$ cat src/rtl/rgb_pwm_engine.sv
// RGB PWM engine: per-LED static colour or colour-wheel source, shadowed once per PWM period.
// Define RGB_PWM_GAMMA_EN to square-law shape each duty before it reaches the shadow registers.
module rgb_pwm_engine #(
    parameter int unsigned NUM_LEDS   = 2,
    parameter int unsigned PWM_BITS   = 8,
    parameter int unsigned STEP_DIV   = 1000000,
    parameter int unsigned HUE_OFFSET = 0
) (
    input  logic                                             GCLK,
    input  logic                                             RST,
    input  logic [NUM_LEDS-1:0]                              mode,
    input  logic                                             wr_valid,
    output logic                                             wr_ready,
    input  logic [((NUM_LEDS > 1) ? $clog2(NUM_LEDS) : 1)-1:0] wr_led,
    input  logic [3*PWM_BITS-1:0]                            wr_rgb,
    output logic                                             wr_err,
    output logic [3*NUM_LEDS-1:0]                            RGB_LED_O
);

    localparam int unsigned M       = 1 << PWM_BITS;
    localparam int unsigned HueMax  = 3 * M;
    localparam int unsigned HueW    = $clog2(HueMax);
    localparam int unsigned HueSumW = HueW + 1;
    localparam int unsigned StepW   = $clog2(STEP_DIV);
    localparam int unsigned NumCh   = 3 * NUM_LEDS;

    localparam logic [PWM_BITS-1:0] PwmLast  = PWM_BITS'(M - 2);
    localparam logic [StepW-1:0]    StepLast = StepW'(STEP_DIV - 1);
    localparam logic [HueW-1:0]     HueLast  = HueW'(HueMax - 1);

    logic [PWM_BITS-1:0]   pwm_cnt_q, pwm_cnt_d;
    logic [StepW-1:0]      step_cnt_q, step_cnt_d;
    logic [HueW-1:0]       hue_q, hue_d;
    logic [3*PWM_BITS-1:0] static_q [NUM_LEDS];
    logic [3*PWM_BITS-1:0] static_d [NUM_LEDS];
    logic [PWM_BITS-1:0]   shadow_q [NumCh];
    logic [PWM_BITS-1:0]   shadow_d [NumCh];
    logic                  wr_err_q, wr_err_d;
    logic [NumCh-1:0]      led_q, led_d;
    logic [3*PWM_BITS-1:0] wheel_rgb [NUM_LEDS];

    function automatic logic [PWM_BITS-1:0] shape(input logic [PWM_BITS-1:0] v);
`ifdef RGB_PWM_GAMMA_EN
        logic [2*PWM_BITS-1:0] sq;
        sq = {{PWM_BITS{1'b0}}, v} * {{PWM_BITS{1'b0}}, v};
        return sq[2*PWM_BITS-1:PWM_BITS];
`else
        return v;
`endif
    endfunction

    assign wr_ready  = ~RST;
    assign wr_err    = wr_err_q;
    assign RGB_LED_O = led_q;

    always_comb begin
        pwm_cnt_d  = (pwm_cnt_q == PwmLast) ? '0 : pwm_cnt_q + 1'b1;
        step_cnt_d = (step_cnt_q == StepLast) ? '0 : step_cnt_q + 1'b1;
        hue_d      = hue_q;
        if (step_cnt_q == StepLast) begin
            hue_d = (hue_q == HueLast) ? '0 : hue_q + 1'b1;
        end
    end

    // Hue wheel: three linear segments, each a cross-fade between two primaries.
    always_comb begin
        logic [HueSumW-1:0]  h;
        logic [PWM_BITS-1:0] f;
        logic [PWM_BITS-1:0] fi;
        h  = '0;
        f  = '0;
        fi = '0;
        for (int i = 0; i < NUM_LEDS; i++) begin
            h = {1'b0, hue_q} + HueSumW'((i * HUE_OFFSET) % HueMax);
            if (h >= HueSumW'(HueMax)) begin
                h = h - HueSumW'(HueMax);
            end
            f  = h[PWM_BITS-1:0];
            fi = ~f;
            if (h < HueSumW'(M)) begin
                wheel_rgb[i] = {f, fi, {PWM_BITS{1'b0}}};
            end else if (h < HueSumW'(2 * M)) begin
                wheel_rgb[i] = {fi, {PWM_BITS{1'b0}}, f};
            end else begin
                wheel_rgb[i] = {{PWM_BITS{1'b0}}, f, fi};
            end
        end
    end

    always_comb begin
        logic [3*PWM_BITS-1:0] sel;
        sel      = '0;
        wr_err_d = wr_err_q;
        for (int i = 0; i < NUM_LEDS; i++) begin
            static_d[i] = static_q[i];
        end
        for (int c = 0; c < NumCh; c++) begin
            shadow_d[c] = shadow_q[c];
        end

        if (wr_valid && wr_ready) begin
            if (int'(wr_led) >= NUM_LEDS) begin
                wr_err_d = 1'b1;
            end else begin
                for (int i = 0; i < NUM_LEDS; i++) begin
                    if (int'(wr_led) == i) begin
                        static_d[i] = wr_rgb;
                    end
                end
            end
        end

        // Loads from static_q, so a write landing on this same edge waits one period.
        if (pwm_cnt_q == PwmLast) begin
            for (int i = 0; i < NUM_LEDS; i++) begin
                sel = mode[i] ? wheel_rgb[i] : static_q[i];
                for (int c = 0; c < 3; c++) begin
                    shadow_d[3*i+c] = shape(sel[c*PWM_BITS +: PWM_BITS]);
                end
            end
        end

        for (int c = 0; c < NumCh; c++) begin
            led_d[c] = shadow_q[c] > pwm_cnt_q;
        end
    end

    always_ff @(posedge GCLK or posedge RST) begin
        if (RST) begin
            pwm_cnt_q  <= '0;
            step_cnt_q <= '0;
            hue_q      <= '0;
            wr_err_q   <= 1'b0;
            led_q      <= '0;
            for (int i = 0; i < NUM_LEDS; i++) begin
                static_q[i] <= '0;
            end
            for (int c = 0; c < NumCh; c++) begin
                shadow_q[c] <= '0;
            end
        end else begin
            pwm_cnt_q  <= pwm_cnt_d;
            step_cnt_q <= step_cnt_d;
            hue_q      <= hue_d;
            wr_err_q   <= wr_err_d;
            led_q      <= led_d;
            for (int i = 0; i < NUM_LEDS; i++) begin
                static_q[i] <= static_d[i];
            end
            for (int c = 0; c < NumCh; c++) begin
                shadow_q[c] <= shadow_d[c];
            end
        end
    end

endmodule

$ cat config.mk
export PLATFORM = sky130hd
export DESIGN_NAME = rgb_pwm_engine
export DESIGN_NICKNAME = d
export VERILOG_FILES = /design/src/rtl/rgb_pwm_engine.sv
export SDC_FILE = /design/constraint.sdc
export NUM_CORES = 1
export LEC_CHECK = 0
export ABC_AREA = 1
export BUFFER_PORTS_ARGS = -buffer_cell sky130_fd_sc_hd__buf_4
export CAP_MARGIN = 15
export CORE_MARGIN = 10
export CORE_UTILIZATION = 44
export CTS_CLUSTER_SIZE = 8
export DETAILED_ROUTE_END_ITERATION = 6
export PLACE_DENSITY_LB_ADDON = 0.15
export SLEW_MARGIN = 20
export SYNTH_ARGS = -nofsm -noshare
export SYNTH_HDL_FRONTEND = slang
export SYNTH_SLANG_ARGS = --single-unit
$ cat constraint.sdc
create_clock -name GCLK -period 5.1 [get_ports GCLK]
set_input_delay 1.02 -clock GCLK [delete_from_list [all_inputs] [get_ports GCLK]]
set_output_delay 1.02 -clock GCLK [all_outputs]
set_load 0.02 [all_outputs]
==> out/results.tsv <==
metric	value	unit
status	finished, final reports clean	
grt_pass1_vias	5792	
cp-start-kind	primary input	
drt_iter0_drc	406	
slew_headroom	42.4	%
place_congestion	0.823	
crit_path_top_delay_cell	buf_4	
routed_wl	18700	um
antenna_left	0	
drt-pass1-iter-count	5	
syn2layout_area_growth	12.9	%
r2r_slack	2.83	ns
cts_root_buf	clkbuf_16	
cts.sinks	140	
ir_drop	0.000229	V
worst-endpoint-arrival	1.39	ns
mostFrequentLayoutCell	nand2_1	
drc_errors	0	
avgRoutedWirePerCell	15.5	um
grt.total_usage	16.3	%
power	2.54	mW
syn-num-nets	1047	
syn_avg_cell_area	8.13	sq um
start_util	44.7	%
ys_types	32	
portBuffers	36	
clk_pin_slew	0.06	ns
setup_viol	0	
hold_viol_final	0	
finalCritPeriodShare	47.2	%
fin_crit	2.41	ns
io_pins	38	
final_cell_mix	nand2_1 (253), dfrtp_1 (140), inv_1 (86)	
dp_slack	2.45	ns
rows	48	
cp_max_fo	2	
cap_violations	0	
clk_path_buf_depth	2	
synthCells	947	
fin_ws	2.69	ns
comb_power_share	5.6	%
cts_tree	done	
critPathMaxStageDelay	0.17	ns
path_common_cell	buf_4	
worst_pin_slew	0.861	ns
clkPwrFrac	46.8	%
swShare	25.2	%
synth_top_area_share	45.5	%
cts-resized-gates	0	
cts_setup_buffers	0	
seqPwrFrac	47.7	%
seq_area_frac_synth	45.5	%
die_h	152	um
p_per_area	293	nW/um^2
rsz0062_at_grt	no	
clock.fmax	415	MHz
numCtsBuffers	17	
synth_warnings	0	
nFillCells	1667	
gr-total-overflow	0	
synth_top_cell_by_area	dfrtp_1	
synth_top_cells_by_area	dfrtp_1 (45%), nand2_1 (12%), ha_1 (11%)	
grt_max_degree	143	
leakage	4.22	nW
vias	6150	
die_area	23200	sq um
h-tree-depth	4	
cp.buffers_inverters	3	
antenna_found_initial	0	
final_nets	1069	
diodes	0	
core	17200	sq um
crit_required	4.08	ns
fin_setup_tns	0	ns
path_delay_family	buffers and inverters	
postCtsHoldBufs	0	
end_kind	output port	
p_switching	0.642	mW
via_per_inst	5.10	
clk_latency	0.43	ns
die_w	152	um
syn-cell-area	7700	sq um
synth_seq_cells	140	
drive_gt1_share	9.47	%
worstPathCellList	buf_4 > clkinvlp_4 > buf_4	
hpwl	13200	um
worst-setup-path-type	in -> out	
skew	0.0173	ns
finalMaxSlewViolations	0	
grt_pass1_wl	30800	um
cellInternalPower	1.90	mW
worstHoldPathType	reg -> reg	
-- routing by layer --
metal	track usage (%)	vias to the layer above	share of wire, %
met5	0	-	0
li1	-	3168	-
met1	23.3	2848	52
met2	23.0	117	42
met4	5.87	0	1.8
met3	4.15	17	4.7
-- Yosys cell counts (all sizes together) --
cell and instances:
nand3 27, nand4 10, o31ai 16, nand2 254, a21oi 66, nor2 76
o211ai 14, inv 98, xnor2 2, dfrtp 140, or2 1, conb 1
nand3b 2, clkbuf 16, buf 21, xor2 10, nor3b 1, nor3 17
ha 70, and3 1, o21ai 104
-- through the flow --
| step | util [%] | hold WS (ns) | std cells | area, sq um |
|---|---|---|---|---|
| floorplan | - | 0.448 | 947 | 7700 |
| global placement | 47.1 | 0.467 | 1175 | 8120 |
| detailed placement | 47.1 | 0.473 | 1175 | 8120 |
| CTS | 50.4 | 0.489 | 1207 | 8690 |
| global route | 50.4 | 0.508 | 1207 | 8690 |
| finish | 50.4 | 0.484 | 1207 | 8690 |
-- state kept, by name, summed over array words and instances (netlist names) --
signal / count
shadow_q: 48
RGB_LED_O: 6
step_cnt_q: 20
static_q: 48
hue_q: 10
pwm_cnt_q: 8
-- final timing paths --
path,startpoint,endpoint,depth (start not counted)
max in group asynchronous,RST,RGB_LED_O[1],3
max,RST,wr_ready,3
min,static_q[22],static_q[22],2
min in group asynchronous,RST,static_q[34],3
min reg2reg,static_q[22],static_q[22],2
max reg2reg,hue_q[8],shadow_q[7],7
-- kinds of logic (layout without fill, tap and decap cells) --
family	Yosys count	after routing	synth area share (%)
AOI/OAI and AO/OA	200	200	14.1
other	1	1	0.0487
adders and majority gates	70	70	11.4
buffers and inverters	135	170	7.08
xor gates and xnor gates	12	12	1.36
DFF	140	140	45.5
and+or+nand+nor	389	389	20.5
-- power by group through the flow --
stage	combinational [mW]	sequential [mW]	clock, mW
final	0.142	1.21	1.19
after global routing	0.166	1.22	1.27
after CTS	0.145	1.21	1.21
after detailed placement	0.144	1.23	0
after global placement	0.139	1.23	0
after floorplan	0.0957	1.21	0
-- cell type report --
type                       count  area (sq um)  area share, %
timing repair buffer          40           313           3.60
multi-input combinational    672          3650           42.0
clock inverter                14           139           1.60
tap                          225           282           3.24
sequential                   140          3500           40.3
clock buffer                  18           429           4.94
inverter                      98           372           4.28
-- worst register-to-register path, stage by stage, from the launching register on --
cell and delay (ns):
dfrtp_1 0.38, inv_1 0.09, ha_1 0.60, inv_2 0.32, nand2_1 0.17, a21oi_1 0.07
a21oi_1 0.35, o21ai_1 0.11
Power figures use the tool's default switching activity.
